`src/rtl/bp_pkg.sv`:
```
// Shared branch-predictor types: default index widths, 2-bit counter encodings and the
// per-branch metadata record carried from fetch to retire.
package bp_pkg;

    localparam int unsigned PHT_IDX_W = 7;
    localparam int unsigned BHT_IDX_W = 4;

    typedef enum logic [1:0] {
        STRONGLY_NOT_TAKEN = 2'b00,
        WEAKLY_NOT_TAKEN   = 2'b01,
        WEAKLY_TAKEN       = 2'b10,
        STRONGLY_TAKEN     = 2'b11
    } bp_ctr_e;

    typedef struct packed {
        logic [PHT_IDX_W-1:0] pht_index;
        logic [BHT_IDX_W-1:0] bht_index;
        logic                 pred_taken;
    } bp_meta_t;

endpackage

```
`src/rtl/bp_meta_fifo.sv`:
```
// Circular buffer for branch metadata: unreset storage, wrapping pointers and an
// occupancy count that disambiguates full from empty.
module bp_meta_fifo #(
    parameter int unsigned DEPTH = 8,
    parameter int unsigned W     = 12
) (
    input  logic                       clk,
    input  logic                       rst_n,
    input  logic                       push_i,
    input  logic                       pop_i,
    input  logic                       flush_i,
    input  logic [W-1:0]               wdata_i,
    output logic [W-1:0]               rdata_o,
    output logic [$clog2(DEPTH):0]     count_o
);

    localparam int unsigned PTR_W = $clog2(DEPTH);
    localparam int unsigned CNT_W = PTR_W + 1;

    logic [W-1:0]     mem [DEPTH];
    logic [PTR_W-1:0] wr_ptr_q, wr_ptr_d;
    logic [PTR_W-1:0] rd_ptr_q, rd_ptr_d;
    logic [CNT_W-1:0] count_q, count_d;

    always_comb begin
        wr_ptr_d = wr_ptr_q;
        rd_ptr_d = rd_ptr_q;
        count_d  = count_q;
        if (flush_i) begin
            wr_ptr_d = '0;
            rd_ptr_d = '0;
            count_d  = '0;
        end else begin
            if (push_i) wr_ptr_d = wr_ptr_q + PTR_W'(1);
            if (pop_i)  rd_ptr_d = rd_ptr_q + PTR_W'(1);
            case ({push_i, pop_i})
                2'b10:   count_d = count_q + CNT_W'(1);
                2'b01:   count_d = count_q - CNT_W'(1);
                default: count_d = count_q;
            endcase
        end
    end

    always_ff @(posedge clk or negedge rst_n) begin
        if (!rst_n) begin
            wr_ptr_q <= '0;
            rd_ptr_q <= '0;
            count_q  <= '0;
        end else begin
            wr_ptr_q <= wr_ptr_d;
            rd_ptr_q <= rd_ptr_d;
            count_q  <= count_d;
        end
    end

    // Storage is data-only; validity is tracked by the pointers and count.
    always_ff @(posedge clk) begin
        if (push_i && !flush_i) mem[wr_ptr_q] <= wdata_i;
    end

    assign rdata_o = mem[rd_ptr_q];
    assign count_o = count_q;

endmodule

```
`src/rtl/branch_update_queue.sv`:
```
// In-order queue of branch prediction metadata with registered PHT/BHT training strobes.
// Optional resolve/mispredict counters are built when BRANCH_UPDATE_QUEUE_STATS_EN is defined.
module branch_update_queue #(
    parameter int unsigned DEPTH     = 8,
    parameter int unsigned PHT_IDX_W = bp_pkg::PHT_IDX_W,
    parameter int unsigned BHT_IDX_W = bp_pkg::BHT_IDX_W
) (
    input  logic                     clk,
    input  logic                     resetn,
    input  logic                     alloc_valid,
    output logic                     alloc_ready,
    input  logic [PHT_IDX_W-1:0]     alloc_pht_index,
    input  logic [BHT_IDX_W-1:0]     alloc_bht_index,
    input  logic                     alloc_pred_taken,
    input  logic                     resolve_valid,
    input  logic                     resolve_taken,
    input  logic                     flush,
    output logic                     update_en,
    output logic [PHT_IDX_W-1:0]     update_PHT_index,
    output logic [BHT_IDX_W-1:0]     update_BHT_index,
    output logic                     branch_en,
    output logic                     mispredict,
`ifdef BRANCH_UPDATE_QUEUE_STATS_EN
    output logic [31:0]              stat_resolved,
    output logic [31:0]              stat_mispred,
`endif
    output logic [$clog2(DEPTH):0]   occupancy
);

    localparam int unsigned CNT_W  = $clog2(DEPTH) + 1;
    localparam int unsigned META_W = PHT_IDX_W + BHT_IDX_W + 1;

    typedef struct packed {
        logic [PHT_IDX_W-1:0] pht_index;
        logic [BHT_IDX_W-1:0] bht_index;
        logic                 pred_taken;
    } meta_t;

    meta_t            alloc_meta, head_meta;
    logic [CNT_W-1:0] count;
    logic             push, pop, pop_mispred;

    logic                 update_en_q, update_en_d;
    logic                 mispredict_q, mispredict_d;
    logic                 branch_en_q, branch_en_d;
    logic [PHT_IDX_W-1:0] pht_q, pht_d;
    logic [BHT_IDX_W-1:0] bht_q, bht_d;

    // A flush drops any same-cycle allocation; the pop still completes.
    assign alloc_ready = (count != CNT_W'(DEPTH));
    assign push        = alloc_valid & alloc_ready & ~flush;
    assign pop         = resolve_valid & (count != '0);
    assign alloc_meta  = {alloc_pht_index, alloc_bht_index, alloc_pred_taken};
    assign pop_mispred = head_meta.pred_taken ^ resolve_taken;

    bp_meta_fifo #(
        .DEPTH (DEPTH),
        .W     (META_W)
    ) u_fifo (
        .clk     (clk),
        .rst_n   (resetn),
        .push_i  (push),
        .pop_i   (pop),
        .flush_i (flush),
        .wdata_i (alloc_meta),
        .rdata_o (head_meta),
        .count_o (count)
    );

    always_comb begin
        update_en_d  = 1'b0;
        mispredict_d = 1'b0;
        branch_en_d  = branch_en_q;
        pht_d        = pht_q;
        bht_d        = bht_q;
        if (pop) begin
            update_en_d  = 1'b1;
            mispredict_d = pop_mispred;
            branch_en_d  = resolve_taken;
            pht_d        = head_meta.pht_index;
            bht_d        = head_meta.bht_index;
        end
    end

    always_ff @(posedge clk or negedge resetn) begin
        if (!resetn) begin
            update_en_q  <= 1'b0;
            mispredict_q <= 1'b0;
            branch_en_q  <= 1'b0;
            pht_q        <= '0;
            bht_q        <= '0;
        end else begin
            update_en_q  <= update_en_d;
            mispredict_q <= mispredict_d;
            branch_en_q  <= branch_en_d;
            pht_q        <= pht_d;
            bht_q        <= bht_d;
        end
    end

    assign update_en        = update_en_q;
    assign mispredict       = mispredict_q;
    assign branch_en        = branch_en_q;
    assign update_PHT_index = pht_q;
    assign update_BHT_index = bht_q;
    assign occupancy        = count;

`ifdef BRANCH_UPDATE_QUEUE_STATS_EN
    logic [31:0] stat_resolved_q, stat_mispred_q;

    // Saturating event counters; deliberately unaffected by flush.
    always_ff @(posedge clk or negedge resetn) begin
        if (!resetn) begin
            stat_resolved_q <= '0;
            stat_mispred_q  <= '0;
        end else begin
            if (pop && (stat_resolved_q != '1))
                stat_resolved_q <= stat_resolved_q + 32'd1;
            if (pop && pop_mispred && (stat_mispred_q != '1))
                stat_mispred_q <= stat_mispred_q + 32'd1;
        end
    end

    assign stat_resolved = stat_resolved_q;
    assign stat_mispred  = stat_mispred_q;
`endif

endmodule

```
`config.mk`:
```
export PLATFORM = sky130hd
export DESIGN_NAME = branch_update_queue
export DESIGN_NICKNAME = d
export VERILOG_FILES = /design/src/rtl/bp_pkg.sv /design/src/rtl/bp_meta_fifo.sv /design/src/rtl/branch_update_queue.sv
export SDC_FILE = /design/constraint.sdc
export NUM_CORES = 1
export LEC_CHECK = 0
export CORE_MARGIN = 2
export CORE_UTILIZATION = 38
export DETAILED_ROUTE_END_ITERATION = 16
export SETUP_SLACK_MARGIN = 0.4
export SLEW_MARGIN = 20
export SYNTH_ARGS = -nofsm -noshare
export SYNTH_HDL_FRONTEND = slang
export SYNTH_SLANG_ARGS = --single-unit
```
`constraint.sdc`:
```
create_clock -name clk -period 4 [get_ports clk]
set_input_delay 0.8 -clock clk [delete_from_list [all_inputs] [get_ports clk]]
set_output_delay 0.8 -clock clk [all_outputs]
set_load 0.02 [all_outputs]
```
Yosys cells after proc, flatten, opt, wreduce, memory -nomap -nowiden
Memory sizes are Yosys's and may differ from the RTL's.
Cells that the tools add are included.
{ "totals": {"register_bits": 24, "ramBits": 96, "mem_count": 1, "in_bits": 18} }
{ "classes": {"add_sub_neg": 4, "n_reduce_logical": 6, "n_mux": 10, "eq_ne": 3, "bitwise": 5} }
{ "memory_table": {"columns": ["name", "depth", "width", "read_ports", "rd_ports_with_merged_regs", "wr", "line_no", "text"], "rows": [
  ["u_fifo.mem", 8, 12, 1, 0, 1, "bp_meta_fifo.sv:20", "logic [W-1:0] mem [DEPTH];"]
]} }
{ "op_table": {"columns": ["op", "n"], "rows": [
  ["2-to-1 mux 3 bit", 4],
  ["one-hot mux 4 bit (2 select lines)", 1],
  ["adder 3 x 1 -> 3 bit, second input constant", 2],
  ["adder 4 x 1 -> 4 bit, second input constant", 1],
  ["2-to-1 mux 1 bit", 4],
  ["2-to-1 mux 4 bit", 1],
  ["!= test 4 bit, second input constant", 1],
  ["nonzero test 2 bit", 2],
  ["nonzero test 4 bit", 1],
  ["subtractor 4 x 1 -> 4 bit, second input constant", 1],
  ["bitwise AND 1 bit", 3],
  ["nonzero test 3 bit", 1],
  ["== test 2 x 1 -> 1 bit, second input constant", 1],
  ["== test 2 bit, second input constant", 1],
  ["logical AND 1 bit", 1],
  ["logical NOT 1 bit", 1],
  ["NOT 1 bit", 1],
  ["bitwise XOR 1 bit", 1]
]} }

Longest topological paths before layout
{ "logic_depth": {"ltp_word": 6, "depth_mapped": 9} }

Cells and area by module
From an unflattened synthesis, not the netlist that was laid out.
{ "unflattened": {"cells_unflattened": 248, "area_unflattened_um2": 4903.5} }
{ "modules_own_cells": {"columns": ["module", "n_inst", "cells_each", "seq_area_each_um2", "area_per_inst_um2"], "rows": [
  ["bp_meta_fifo", 1, 213, 3133.0, 4342.9],
  ["branch_update_queue", 1, 35, 350.3, 560.5]
]} }

Least setup slack after synthesis
OpenSTA, ideal clock, no wires.
{ "synth_path": {"path_type": "input -> register", "startpoint": "input alloc_valid", "endpoint": "memory u_fifo.mem[0][0], enable pin", "arrival_time_ps": 2302, "path_stages": 5, "path_slack_ps": 1301, "setup_time_ps": 396, "required_time_ps": 3604, "cell_sequence": "buf_2 -> inv_1 -> nor3b_4 -> nand2b_4 -> nor3_1"} }
{ "synth_via": {"elab_chain_cells": 5} }
{ "synth_rtl": {"columns": ["item", "line_no", "text"], "rows": [
  ["from (decl)", "branch_update_queue.sv:10", "input logic alloc_valid,"],
  ["bitwise AND 1 bit (2 in a row)", "branch_update_queue.sv:51", "assign push = alloc_valid & alloc_ready & ~flush;"],
  ["logical AND 1 bit", "bp_meta_fifo.sv:58", "if (push_i && !flush_i) mem[wr_ptr_q] <= wdata_i;"],
  ["2-to-1 mux 1 bit", "bp_meta_fifo.sv:58", null],
  ["2-to-1 mux 1 bit (not written as such)", "bp_meta_fifo.sv:58", null],
  ["to (decl)", "bp_meta_fifo.sv:20", null]
]} }
No other way between the ends.

Worst setup path in the final report
{ "layout_path": {"startpoint": "register u_fifo.count_q[0], in the netlist u_fifo.count_o[0]", "endpoint": "output alloc_ready"} }
{ "layout_via": {"elab_chain_cells": 1} }
{ "layout_rtl": {"columns": ["item", "line_no", "text"], "rows": [
  ["from (decl)", "bp_meta_fifo.sv:23", "logic [CNT_W-1:0] count_q, count_d;"],
  ["from (signal assigned)", "bp_meta_fifo.sv:52", "count_q <= count_d;"],
  ["!= test 4 bit", "branch_update_queue.sv:50", "assign alloc_ready = (count != CNT_W'(DEPTH));"],
  ["to (decl)", "branch_update_queue.sv:11", "output logic alloc_ready,"]
]} }
No other way between the ends.

==> metrics <==
Critical-path top delay cell=or4b_1; internal power=~2.8 mW; relative slew slack=26.83%; area of the multi-input gates=roughly 1300 um2; Post-Syn Area per Cell=~16 um2; fin. max-slew vios=0; YS warnings=0; chip height=roughly 120 um; Layout area overhead=21.81%; top cell type's share of synthesized area=58.78%; Final min period=between 2 and 3 ns; first-pass GRT wire length=roughly 14 mm; die width=117.6 um; f_max=approximately 0.34 GHz; HPWL after DPL=between 5 and 6 mm; CTS root buffer=clkbuf_16; Initial Util=~40%; filler instances=about 1,100; Sw Share=28.40%; Net Sw Power=between 1 and 1.5 mW; ys flop type=edfxtp_1; area leader, netlist=edfxtp_1; clock sink count=120; initial drt markers=165; placed cells=505; Total GRT Usage=about 14%; First-pass DRT Iterations=4; H-tree depth=4; fraction of layout cells with a size suffix above 1=18.46%; clk_lat worst skew=~0.4 ns; Sequential Power Share=around two fifths; post-synthesis async set-or-reset flop share=about a fifth; num rows=41; Vias=2,625; Antenna Nets Post-Route=0; Yosys reg bits=120; # hold bufs at CTS=0; GPL Wtd Cong=~0.8; I/O Buffers=36; pwr/cell area=between 600 and 700 nW/um2; Worst-path clk slew=about 0.05 ns; Synthesized Nets=325; CP bufs+invs=1; critical path endpoint category=output port; Vias/cell=around 5; Seq. cell area=between 3000 and 4000 um2; final WL=slightly above 9 mm; vias in the first global route=2,628; gate family responsible for the most delay along the worst path=simple AND/OR/NAND/NOR gates; CP max stage delay=between 0.6 and 0.7 ns; Die Footprint=about 14,000 um2; Data arrival, critical path=about 2.1 ns; total power=between 3 and 4 mW; critical path launch point type=flip-flop; Layout Utilization=between 40 and 50%; sequential share of the synthesized area=71.02%; Nets=roughly 380; Worst-Margin Slew=1.094 ns; count of different cell masters after synthesis=41; total CTS buffers=17; crit path max fanout=8; Post-route DRC=0; Routed WL per cell=17.11 um; Hold Vio Cnt, Final=0; largest net degree at the start of global routing=51; endpoints failing setup=0; crit-path cells=or4b_1 > clkdlybuf4s50_1; CTS tree=built; worst min-delay path category=input pin to async pin; GRT overflow=0; IO Pins=37; CP Data Required Time=3.20 ns; Post-synth EDFFs=96; Comb power frac=a little over a quarter; setup TNS=0 ns; core area=roughly 13,000 um2; Clk pwr share=33.0%; synthesized area=4905 um2; RSZ-0062 raised after global routing=false; CTS Buffer Depth=2; initial antenna violation count=0; postcts setup bufs=0; Peak VDD IR=0.0002904 V; P_leak=~2.1 nW; Max-cap violations=0; Cells after Synth=around 300; non-filler instance count after layout=535; # diodes=0; Final period util=73.48%; critical path class=flip-flop to output port; status=completed; Clock Skew=0.009021 ns; Post-CTS Resized=0; top post-synthesis cells by area=edfxtp_1 (59%), dfrtp_1 (12%), mux2i_1 (5.7%)
-- final timing paths --
path | startpoint | to | slack, ns | cells past startpoint
max | u_fifo.count_o[0] | alloc_ready | 1.06 | 2
min | resetn | u_fifo.count_o[0] | 0.38 | 1
max reg2reg | u_fifo.count_o[0] | u_fifo.count_o[3] | 1.27 | 8
min reg2reg | update_PHT_index[6] | update_PHT_index[6] | 0.47 | 2
max in group asynchronous | resetn | u_fifo.rd_ptr_q[0] | 3.23 | 1
min in group clk | update_PHT_index[6] | update_PHT_index[6] | 0.47 | 2
-- registers in the layout (all words and copies together) (netlist names) --
register / count
update_en: 1
u_fifo.mem: 96
u_fifo.count_o: 4
u_fifo.rd_ptr_q: 3
update_PHT_index: 7
branch_en: 1
u_fifo.wr_ptr_q: 3
update_BHT_index: 4
mispredict: 1
-- routing by layer --
metal / vias up / GRT usage (%) / share of wire [%]
met5: - / 0 / 0
met4: 0 / 5.873 / 1.0
met3: 8 / 4.603 / 6.4
met2: 57 / 21.91 / 48
met1: 1292 / 18.28 / 45
li1: 1268 / - / -
-- power by group through the flow --
stage | Clock (mW) | Combinational [mW] | Sequential (mW)
floorplan | 0 | 0.641 | 1.69
global placement | 0 | 1.04 | 1.60
detailed placement | 0 | 1.05 | 1.60
CTS | 1.32 | 1.06 | 1.58
global route | 1.37 | 1.14 | 1.59
finish | 1.29 | 1.05 | 1.58
-- final cells by class --
class | count | share of cell area (%)
flip-flops and latches | 120 | 58.32
well taps | 172 | 3.602
clock buffers | 21 | 7.372
inverters | 3 | 0.1885
multi-input cells | 164 | 22.20
clock inverters | 8 | 0.9843
repair buffers | 47 | 7.330
-- layout by cell type (no fill, tap or decap), drive strengths merged --
cell type      instances
o2111ai                1
nand3                  3
edfxtp                96
a221o                 11
a211o                  1
o21ai                 12
nand2                 22
a21oi                  2
fa                     1
buf                   12
nand2b                 5
o22ai                 12
o21a                   1
nor3                   4
bufinv                 1
nor4                   1
inv                    3
o211ai                 1
o311a                  1
o41ai                  1
dfrtp                 24
xor2                   3
clkinv                 7
mux2                  24
nor2b                  1
a211oi                 2
nor3b                  1
ha                     4
clkdlybuf4s50         35
clkbuf                21
or4b                   1
xnor2                  3
mux2i                 28
a221oi                 1
a31oi                  1
nor2                  16
-- cell usage after synthesis, types with 2 or more instances --
library cell and instances:
a221o_1 11, buf_2 6, buf_4 2, buf_6 3
clkbuf_1 4, dfrtp_1 24, edfxtp_1 96, ha_1 4
inv_1 2, mux2_2 24, mux2i_1 28, nand2_1 21
nand2b_1 4, nand3_1 3, nor2_1 16, nor3_1 4
o21ai_0 6, o21ai_1 6, o22ai_1 12, xnor2_1 3
xor2_1 3
-- logic make-up (layout without fill, tap and decap cells) --
logic type	Yosys count	in the layout	synth area share, %
AOI/OAI and AO/OA	47	47	7.704
xor gates and xnor gates	6	6	1.072
adders and majority gates	5	5	1.429
buffers and inverters	18	79	2.143
DFF	120	120	71.02
muxes	52	52	11.22
and+or+nand+nor	54	54	5.408
-- per-stage QoR --
step / worst slack, ns / cell area, um2 / hold WS, ns
2_1_floorplan: 1.301 / 4905 / 0.5044
3_3_place_gp: 0.7710 / 5473 / 0.4628
3_5_place_dp: 0.7106 / 5473 / 0.4697
4_1_cts: 0.9838 / 5972 / 0.4812
5_1_grt: 0.9939 / 5974 / 0.4154
6_report: 1.061 / 5974 / 0.3756
No activity file was read; power rests on OpenSTA's default activity.
